[src/rtl/snake_body_ctrl.sv]
`default_nettype none
// ============================================================================
// Module   : snake_body_ctrl
// Brief    : Snake movement and body tracking. Steps the head one cell per
//            move period, shifts per-segment coordinates, grows on add_cube
//            rising edges, answers per-cell body queries and flags game over
//            on wall or self collisions.
//            Optional build macro SNAKE_WRAP_EN: walls wrap to the opposite
//            interior edge instead of ending the game.
// Revision : 1.0 - initial release
// ============================================================================
module snake_body_ctrl #(
    parameter int MAX_LEN  = 16,
    parameter int INIT_LEN = 3,
    parameter int MOVE_DIV = 12_500_000
) (
    input  logic       clk,
    input  logic       rst,
    input  logic       key_up,
    input  logic       key_down,
    input  logic       key_left,
    input  logic       key_right,
    input  logic       add_cube,
    input  logic [5:0] q_x,
    input  logic [4:0] q_y,
    output logic       q_hit,
    output logic [5:0] head_x,
    output logic [5:0] head_y,
    output logic [5:0] length,
    output logic       move_tick,
    output logic       game_over
);

    localparam int                 c_DIV_W    = (MOVE_DIV > 1) ? $clog2(MOVE_DIV) : 1;
    localparam logic [c_DIV_W-1:0] c_DIV_LAST = c_DIV_W'(MOVE_DIV - 1);
    localparam logic [5:0]         c_MAX_LEN  = 6'(MAX_LEN);
    localparam logic [5:0]         c_INIT_LEN = 6'(INIT_LEN);

    // Direction encoding: bit 0 flipped gives the opposite direction.
    localparam logic [1:0] c_DIR_UP    = 2'd0;
    localparam logic [1:0] c_DIR_DOWN  = 2'd1;
    localparam logic [1:0] c_DIR_LEFT  = 2'd2;
    localparam logic [1:0] c_DIR_RIGHT = 2'd3;

    typedef enum logic [1:0] {
        ST_WAIT = 2'd0,
        ST_PLAY = 2'd1,
        ST_OVER = 2'd2
    } state_t;

    state_t               r_state;
    state_t               w_state_nxt;
    logic [5:0]           r_seg_x [MAX_LEN];
    logic [4:0]           r_seg_y [MAX_LEN];
    logic [5:0]           r_len;
    logic [1:0]           r_cur_dir;
    logic [1:0]           r_nxt_dir;
    logic                 r_grow_pend;
    logic                 r_add_q;
    logic [c_DIV_W-1:0]   r_div;
    logic                 r_q_hit;
    logic                 r_move_tick;

    logic                 w_key_any;
    logic [1:0]           w_key_dir;
    logic                 w_key_valid;
    logic                 w_add_rise;
    logic [5:0]           w_nh_x;
    logic [4:0]           w_nh_y;
    logic [5:0]           w_step_x;
    logic [4:0]           w_step_y;
    logic                 w_wall_coll;
    logic                 w_growing;
    logic [5:0]           w_body_lim;
    logic [MAX_LEN-1:0]   w_self_match;
    logic [MAX_LEN-1:0]   w_q_match;
    logic                 w_coll;
    logic                 w_div_term;
    logic                 w_step_due;
    logic                 w_step;

    assign w_add_rise  = add_cube & ~r_add_q;
    assign w_key_valid = w_key_any && (w_key_dir != (r_cur_dir ^ 2'b01));

    // Pick the highest-priority pressed key: up > down > left > right.
    always_comb begin
        w_key_any = 1'b1;
        w_key_dir = c_DIR_RIGHT;
        if (key_up)         w_key_dir = c_DIR_UP;
        else if (key_down)  w_key_dir = c_DIR_DOWN;
        else if (key_left)  w_key_dir = c_DIR_LEFT;
        else if (key_right) w_key_dir = c_DIR_RIGHT;
        else                w_key_any = 1'b0;
    end

    // Candidate head cell one step along the pending direction.
    always_comb begin
        w_nh_x = r_seg_x[0];
        w_nh_y = r_seg_y[0];
        case (r_nxt_dir)
            c_DIR_UP:    w_nh_y = r_seg_y[0] - 5'd1;
            c_DIR_DOWN:  w_nh_y = r_seg_y[0] + 5'd1;
            c_DIR_LEFT:  w_nh_x = r_seg_x[0] - 6'd1;
            default:     w_nh_x = r_seg_x[0] + 6'd1;
        endcase
    end

`ifdef SNAKE_WRAP_EN
    // Walls fold the head back onto the opposite interior edge.
    assign w_step_x    = (w_nh_x == 6'd0)  ? 6'd38 : (w_nh_x == 6'd39) ? 6'd1 : w_nh_x;
    assign w_step_y    = (w_nh_y == 5'd0)  ? 5'd28 : (w_nh_y == 5'd29) ? 5'd1 : w_nh_y;
    assign w_wall_coll = 1'b0;
`else
    assign w_step_x    = w_nh_x;
    assign w_step_y    = w_nh_y;
    assign w_wall_coll = (w_nh_x == 6'd0) || (w_nh_x == 6'd39) ||
                         (w_nh_y == 5'd0) || (w_nh_y == 5'd29);
`endif

    // A saturated snake still drops its tail, so it only counts as growing
    // (tail cell stays occupied) while below MAX_LEN.
    assign w_growing  = r_grow_pend && (r_len < c_MAX_LEN);
    assign w_body_lim = w_growing ? r_len : (r_len - 6'd1);

    for (genvar i = 0; i < MAX_LEN; i++) begin : g_seg_cmp
        assign w_self_match[i] = (6'(i) < w_body_lim) &&
                                 (r_seg_x[i] == w_step_x) && (r_seg_y[i] == w_step_y);
        assign w_q_match[i]    = (6'(i) < r_len) &&
                                 (r_seg_x[i] == q_x) && (r_seg_y[i] == q_y);
    end

    assign w_coll     = w_wall_coll | (|w_self_match);
    assign w_div_term = (r_div == c_DIV_LAST);
    assign w_step_due = (r_state == ST_PLAY) && w_div_term;
    assign w_step     = w_step_due && !w_coll;

    // Game state register.
    always_ff @(posedge clk) begin
        if (rst) r_state <= ST_WAIT;
        else     r_state <= w_state_nxt;
    end

    // Next-state decode and game_over flag.
    always_comb begin
        w_state_nxt = r_state;
        game_over   = 1'b0;
        case (r_state)
            ST_WAIT: if (w_key_valid) w_state_nxt = ST_PLAY;
            ST_PLAY: if (w_step_due && w_coll) w_state_nxt = ST_OVER;
            ST_OVER: game_over = 1'b1;
            default: w_state_nxt = ST_WAIT;
        endcase
    end

    // Move-period divider, running only while playing.
    always_ff @(posedge clk) begin
        if (rst)                   r_div <= '0;
        else if (r_state == ST_PLAY) r_div <= w_div_term ? '0 : (r_div + c_DIV_W'(1));
    end

    // Direction latching and growth request tracking; frozen in OVER.
    always_ff @(posedge clk) begin
        if (rst) begin
            r_cur_dir   <= c_DIR_RIGHT;
            r_nxt_dir   <= c_DIR_RIGHT;
            r_grow_pend <= 1'b0;
            r_add_q     <= 1'b0;
        end else begin
            r_add_q <= add_cube;
            if (r_state != ST_OVER) begin
                if (w_key_valid) r_nxt_dir <= w_key_dir;
                if (w_step) begin
                    r_cur_dir   <= r_nxt_dir;
                    // An edge coincident with a step arms the following step.
                    r_grow_pend <= w_add_rise;
                end else if (w_add_rise) begin
                    r_grow_pend <= 1'b1;
                end
            end
        end
    end

    // Segment count, saturating at MAX_LEN.
    always_ff @(posedge clk) begin
        if (rst)                    r_len <= c_INIT_LEN;
        else if (w_step && w_growing) r_len <= r_len + 6'd1;
    end

    // Segment shift register: head takes the new cell, body follows.
    always_ff @(posedge clk) begin
        if (rst) begin
            for (int i = 0; i < MAX_LEN; i++) begin
                r_seg_x[i] <= (i < INIT_LEN) ? 6'(20 - i) : 6'd0;
                r_seg_y[i] <= (i < INIT_LEN) ? 5'd15 : 5'd0;
            end
        end else if (w_step) begin
            r_seg_x[0] <= w_step_x;
            r_seg_y[0] <= w_step_y;
            for (int i = 1; i < MAX_LEN; i++) begin
                r_seg_x[i] <= r_seg_x[i-1];
                r_seg_y[i] <= r_seg_y[i-1];
            end
        end
    end

    // Registered body query and move pulse.
    always_ff @(posedge clk) begin
        if (rst) begin
            r_q_hit     <= 1'b0;
            r_move_tick <= 1'b0;
        end else begin
            r_q_hit     <= |w_q_match;
            r_move_tick <= w_step;
        end
    end

    assign q_hit     = r_q_hit;
    assign move_tick = r_move_tick;
    assign head_x    = r_seg_x[0];
    assign head_y    = {1'b0, r_seg_y[0]};
    assign length    = r_len;

endmodule
`default_nettype wire

[config.mk]
export PLATFORM = sky130hd
export DESIGN_NAME = snake_body_ctrl
export DESIGN_NICKNAME = d
export VERILOG_FILES = /design/src/rtl/snake_body_ctrl.sv
export SDC_FILE = /design/constraint.sdc
export NUM_CORES = 1
export LEC_CHECK = 0
export ABC_CLOCK_PERIOD_IN_PS = 11350
export BUFFER_PORTS_ARGS = -buffer_cell sky130_fd_sc_hd__clkbuf_2
export CAP_MARGIN = 20
export CORE_UTILIZATION = 23
export CTS_CLUSTER_SIZE = 14
export DETAILED_ROUTE_END_ITERATION = 10
export PLACE_DENSITY = 0.45
export REMOVE_ABC_BUFFERS = 1
export SLEW_MARGIN = 20
export SYNTH_ARGS = -nofsm -noshare
export SYNTH_HDL_FRONTEND = slang
export SYNTH_SLANG_ARGS = --single-unit
[constraint.sdc]
create_clock -name clk -period 11.35 [get_ports clk]
set_clock_uncertainty 0.05 [all_clocks]
set_input_delay 3.405 -clock clk [delete_from_list [all_inputs] [get_ports clk]]
set_output_delay 3.405 -clock clk [all_outputs]
set_load 0.005 [all_outputs]
==> results of run 1 <==
worst paths after layout:
path	from	to	slack [ns]	cells after the start
setup / recovery	r_nxt_dir[0]	r_seg_x[13][4]	4.17	14
hold / removal	r_state[0]	r_state[0]	0.44	1
setup reg to reg	r_nxt_dir[0]	r_seg_x[13][4]	4.17	14
hold reg to reg	r_state[0]	r_state[0]	0.44	1
layout by cell type (no fill, tap or decap), drive strengths merged, types with 18 or more instances in the layout:
cell / Yosys / routed
nand2b: 18 / 18
buf: 41 / 20
nor4: 45 / 45
inv: 33 / 33
dfxtp: 40 / 40
clkbuf: 62 / 75
a21oi: 29 / 29
nor3: 42 / 42
or3: 18 / 18
edfxtp: 176 / 176
nor2: 66 / 66
o21ai: 28 / 28
and2: 81 / 81
nand4: 34 / 34
xnor2: 178 / 178
nand3: 57 / 57
xor2: 179 / 179
xnor3: 18 / 18
nand2: 57 / 57
nor2b: 69 / 69
synthesized netlist by cell type, types with 13 or more instances:
| library cell | count | share of area, % |
|---|---|---|
| a21oi_1 | 28 | 0.95 |
| and2_1 | 81 | 3.4 |
| buf_2 | 15 | 0.51 |
| clkbuf_1 | 62 | 1.6 |
| dfxtp_1 | 40 | 5.4 |
| edfxtp_1 | 176 | 36 |
| inv_1 | 33 | 0.84 |
| nand2_1 | 57 | 1.5 |
| nand2b_1 | 18 | 0.76 |
| nand3_1 | 56 | 1.9 |
| nand4_1 | 34 | 1.4 |
| nor2_1 | 66 | 1.7 |
| nor2b_1 | 69 | 2.9 |
| nor3_1 | 41 | 1.4 |
| nor4_1 | 44 | 1.9 |
| o21ai_0 | 28 | 0.95 |
| or3_1 | 17 | 0.72 |
| or4_1 | 13 | 0.66 |
| xnor2_1 | 178 | 11 |
| xnor3_1 | 18 | 2.8 |
| xor2_1 | 178 | 11 |
state kept, by name (all words and copies together) (netlist names), 2 cells and up:
| register | cells |
|---|---|
| r_nxt_dir | 2 |
| r_seg_y | 80 |
| r_seg_x | 96 |
| r_state | 2 |
| length | 6 |
| r_div | 24 |
| r_cur_dir | 2 |
final cells by class:
type / count / area, um2 / area share, %
repair buffers: 56 / 342.8 / 2.063
well taps: 846 / 1059 / 6.370
inverters: 33 / 123.9 / 0.7454
clock inverters: 13 / 127.6 / 0.7680
clock buffers: 39 / 825.8 / 4.969
multi-input cells: 1103 / 8050 / 48.44
flip-flops and latches: 216 / 6087 / 36.63
diodes: 1 / 2.502 / 0.01506
metal layers:
layer,up-vias,wire [um],GRT usage (%)
li1,5136,-,-
met1,5721,23840,21.87
met2,405,25990,28.25
met3,101,3075,2.197
met4,0,2274,7.220
met5,-,0,0
stage by stage:
| step | utilization, % | cell area (um2) | power, mW | std cells |
|---|---|---|---|---|
| 2_1_floorplan | - | 14240 | 1.130 | 1352 |
| 3_3_place_gp | 24.78 | 15660 | 1.250 | 2254 |
| 3_5_place_dp | 24.78 | 15660 | 1.250 | 2254 |
| 4_1_cts | 26.29 | 16610 | 2.181 | 2306 |
| 5_1_grt | 26.29 | 16620 | 2.240 | 2306 |
| 6_report | 26.30 | 16620 | 2.158 | 2307 |
report_power, final:
part           total (mW)  internal, mW  switching, mW
Combinational       0.291         0.114          0.177
Clock               0.920         0.552          0.369
Sequential          0.947         0.892         0.0545
Total                2.16          1.56          0.600
kinds of logic after synthesis:
family | after synthesis | synth area share (%)
compound gates | 179 | 8.777
xor+xnor | 375 | 24.04
fa+ha+maj | 9 | 0.8157
buf+inv | 136 | 4.112
flops | 216 | 41.33
mux | 9 | 0.6287
other cells | 1 | 0.02546
simple gates | 530 | 20.28
critical path, delay by kind of cell (launching register included):
kind	cells	cell delay, ns
flops	1	0.92
simple gates	6	2.75
fa+ha+maj	1	0.27
xor+xnor	3	0.72
buf+inv	1	0.47
compound gates	3	1.24
==> impl_metrics.csv, run 1 <==
group,metric,value,unit
status,status,"finished, final reports clean",
setup_path,worst-setup-path-type,"flop to flop",
clock_network,cts_tree,"built",
pwr,peakVddDrop,0.0001197,V
floorplanning,fp.dieH,255.0,um
setup_path,slowest_stage,"dfxtp_1",
clock_network,clockBufferDepth,3,
clock_network,clk_pin_slew,0.06,ns
clock_network,cts.sinks,216,
sta,finalCriticalPeriod,7.177,ns
flow_run,maxCapViolCount,0,
setup_path,endpoint_kind,"flop",
routing,ant_nets,0,
setup_path,worst_setup_path_start_kind,"flop",
final_layout,syn2layout_area_growth,12.85,%
setup_path,crit_path_frequent_cell,"xnor2_1",
placed_design,place_worst_setup_slack,4.248,ns
routing,num_vias,11363,
routing,viasPerCell,4.925,
placed_design,dpl.hpwl,39.34,mm
setup_path,cp.arrival,7.31,ns
setup_path,crit_required,11.49,ns
pwr,leakage,5.576,nW
logic_synthesis,yosysSeqAreaShare,41.33,%
logic_synthesis,synthFlopType,"edfxtp_1",
routing,drcViolationCount,0,
floorplanning,die_w,255.0,um
clock_network,cts_hold_buf,0,
hold_path,holdCritPathClass,"flop to flop",
clock_network,cts_max_level,1,
floorplanning,start_util,23.30,%
logic_synthesis,syn_area,14730,um2
clock_network,clk_latency,0.60,ns
logic_synthesis,yosysWarnings,0,
global_routing,overflow,0,
logic_synthesis,ys_seq_elements,216,
floorplanning,rows,92,
clock_network,postCtsResizedCells,0,
placed_design,gp_congestion,0.9368,
setup_path,cp_cell_sequence,"nand2b_1 > xnor2_1 > ha_1 > nor4_2 > a32o_1 > xnor2_1 > xnor2_1 > nor4_1 > a32oi_1 > o211ai_1 > nor3_1 > nand2_1 > nand2_4 > buf_12",
clock_network,root_buffer,"clkbuf_16",
sta,setup_slack,4.173,ns
sta,fin_setup_tns,0,ns
logic_synthesis,ys_types,80,
sta,fmax,0.1393,GHz
sta,whs,0.4387,ns
global_routing,grt_max_degree,121,
global_routing,gr-usage-all-layers,16.92,%
pwr,p_per_area,129.9,nW/um2
placed_design,portBuffers,37,
sta,drv_slew,0,
floorplanning,design.core.area,63200,um2
routing,wl_per_cell,23.92,um
floorplanning,boundaryPins,39,
setup_path,cp_max_fo,120,
final_layout,fillers,6677,
floorplanning,die-area,65050,um2
sta,rsz0062_at_grt,"no",
routing,dr.pass1.iters,6,
final_layout,drive_gt1_share,8.562,%
sta,finalSetupViolCount,0,
sta,hold_viol_final,0,
routing,drt_iter0_drc,961,
sta,worst_pin_slew,1.246,ns
sta,finalCritPeriodShare,63.23,%
global_routing,grt_pass1_wl,79.94,mm
routing,finalWirelength,55.17,mm
logic_synthesis,synthCells,1455,
logic_synthesis,ys_async_sr_fraction,0,%
global_routing,grt_pass1_vias,11303,
setup_path,cp_slowest_stage_delay,0.92,ns
sta,slew_headroom,15.87,%
logic_synthesis,avgSynthCellArea,10.12,um2
clock_network,cts_setup_buffers,0,
logic_synthesis,synth_edf_count,176,
global_routing,antenna_found_initial,0,
clock_network,cts_made_buffers,28,
final_layout,nets,1465,
(Power assumes the default switching activity.)
==> run 2: changes to the inputs <==
--- a/config.mk
+++ b/config.mk
@@ -5,7 +5,7 @@
 export SDC_FILE = /design/constraint.sdc
 export NUM_CORES = 1
 export LEC_CHECK = 0
-export ABC_CLOCK_PERIOD_IN_PS = 11350
+export ABC_CLOCK_PERIOD_IN_PS = 7100
 export BUFFER_PORTS_ARGS = -buffer_cell sky130_fd_sc_hd__clkbuf_2
 export CAP_MARGIN = 20
 export CORE_UTILIZATION = 23
==> constraint.sdc (replaced) <==
create_clock -name clk -period 7.1 [get_ports clk]
set_clock_uncertainty 0.05 [all_clocks]
set_input_delay 2.13 -clock clk [delete_from_list [all_inputs] [get_ports clk]]
set_output_delay 2.13 -clock clk [all_outputs]
set_load 0.005 [all_outputs]
==> run 2 against run 1 <==
Net effect: worst setup slack lost 3.1 ns; clock-buffer cell count decreased by 2; first-iteration DRC count grew 12%; sequential power up 59%; die area is the same; core utilization hardly changed; global-route usage down 0.54 points; clock power grew 49%; total power is 55% higher; flip-flop and latch count stayed put; combinational power increased by 61%; largest power group unchanged.
==> impl_metrics.csv, run 2 (synthesized netlist as in run 1, its figures left out) <==
group,metric,value,unit
floorplanning,boundaryPins,39,
hold_path,holdCritPathClass,"flop to flop",
setup_path,worst-setup-path-type,"flop to flop",
sta,whs,0.4394,ns
floorplanning,start_util,23.30,%
pwr,peakVddDrop,0.0001780,V
global_routing,grt_pass1_wl,77.51,mm
global_routing,gr-usage-all-layers,16.38,%
clock_network,clk_pin_slew,0.06,ns
sta,hold_viol_final,0,
routing,ant_nets,0,
final_layout,syn2layout_area_growth,12.80,%
global_routing,overflow,0,
floorplanning,design.core.area,63200,um2
routing,viasPerCell,4.859,
global_routing,antenna_found_initial,3,
setup_path,endpoint_kind,"flop",
final_layout,reg.largest.list,"r_seg_x: 96 flops, r_seg_y: 80 flops, r_div: 24 flops",
sta,finalCritPeriodShare,85.58,%
setup_path,worst_setup_path_start_kind,"flop",
clock_network,cts_made_buffers,28,
final_layout,multi_input_area,8046,um2
sta,worst_pin_slew,1.158,ns
final_layout,drive_gt1_share,8.731,%
floorplanning,rows,92,
placed_design,dpl.hpwl,38.67,mm
placed_design,gp_congestion,0.9533,
final_layout,fillers,6617,
routing,num_vias,11240,
global_routing,grt_pass1_vias,11210,
routing,dr.pass1.iters,6,
setup_path,crit_required,7.29,ns
routing,drcViolationCount,0,
sta,rsz0062_at_grt,"no",
pwr,leakage,5.577,nW
flow_run,maxCapViolCount,0,
sta,drv_slew,0,
final_layout,layout_common_cells,"xnor2_1, xor2_1, edfxtp_1",
clock_network,cts_tree,"built",
floorplanning,die-area,65050,um2
final_layout,nets,1473,
final_layout,largest_register_ff_count,96,
global_routing,grt_max_degree,97,
clock_network,cts_max_level,1,
routing,finalWirelength,53.47,mm
clock_network,clk_latency,0.59,ns
sta,finalSetupViolCount,0,
clock_network,clockBufferDepth,3,
clock_network,cts_setup_buffers,0,
clock_network,cts_hold_buf,0,
placed_design,portBuffers,37,
setup_path,cp.arrival,6.26,ns
floorplanning,die_w,255.0,um
sta,slew_headroom,22.14,%
status,status,"finished, final reports clean",
setup_path,cp_max_fo,73,
sta,fin_setup_tns,0,ns
sta,fmax,0.1646,GHz
clock_network,postCtsResizedCells,0,
clock_network,cts.sinks,216,
final_layout,regArea,6087,um2
final_layout,largest-register,"r_seg_x",
sta,finalCriticalPeriod,6.076,ns
clock_network,root_buffer,"clkbuf_16",
routing,drt_iter0_drc,1078,
pwr,p_per_area,201.1,nW/um2
routing,wl_per_cell,23.12,um
floorplanning,fp.dieH,255.0,um
## run 2: cell types whose count changed in the layout (fill, tap and decap cells not counted)
cell       before  now
buf_4          19   25
clkinv_2        5    4
buf_12          1    3
mux2i_1         5    6
clkbuf_8        2    3
clkinv_1        3    5
clkbuf_16      31   28
o311ai_1        1    2
bufinv_16       2    1
o311ai_0        7    6
mux2i_2         2    1
## run 2: area by class of cell
type / instances / share of cell area [%]
flip-flops and latches: 216 / 36.65
clock inverters: 13 / 0.6026
repair buffers: 64 / 2.576
multi-input cells: 1103 / 48.44
diodes: 1 / 0.01506
inverters: 33 / 0.7457
clock buffers: 37 / 4.602
well taps: 846 / 6.372
## run 2: power breakdown
part           leakage, nW  total [mW]  internal [mW]  switching [mW]
Combinational         3.13       0.468          0.186           0.283
Sequential            2.03        1.51           1.43          0.0804
Clock                0.419        1.37          0.787           0.579
## run 2: layer usage
metal | GRT usage [%] | vias up | part of all wire (%)
met5 | 0 | - | 0
met4 | 5.817 | 0 | 3.3
met3 | 1.881 | 84 | 4.9
met2 | 28.07 | 335 | 48
met1 | 21.17 | 5669 | 44
li1 | - | 5152 | -
## run 2: stage by stage
| step | cell area, um2 | power, mW | util [%] | instances | worst slack [ns] |
|---|---|---|---|---|---|
| after global routing | 16610 | 3.460 | 26.28 | 2312 | 0.5906 |
| after detailed placement | 15740 | 1.997 | 24.91 | 2262 | 1.108 |
| after floorplan | 14240 | 1.806 | - | 1352 | -2.002 |
| after CTS | 16610 | 3.378 | 26.28 | 2312 | 1.151 |
| after global placement | 15740 | 1.998 | 24.91 | 2262 | 1.133 |
| final | 16610 | 3.340 | 26.28 | 2313 | 1.024 |
## run 2: worst paths after layout
kind                startpoint             end  slack, ns  cells after the start
setup / recovery  r_nxt_dir[0]  r_seg_y[0][16]       1.02                     14
hold reg to reg     r_state[0]      r_state[0]       0.44                      1
hold / removal      r_state[0]      r_state[0]       0.44                      1
setup reg to reg  r_nxt_dir[0]  r_seg_y[0][16]       1.02                     14
## run 2: critical path, cell delays in order, from the launching register on
cell and delay, ns:
dfxtp_1 0.82, nand2b_1 0.25, xnor2_1 0.08, ha_1 0.28, nor4_2 0.51, a32o_1 0.81
xnor2_1 0.48, xor2_1 0.25, o31ai_1 0.13, or4_1 0.29, o311ai_0 0.22, nor3_1 0.45
nand2_1 0.19, nand2_4 0.44, buf_12 0.42
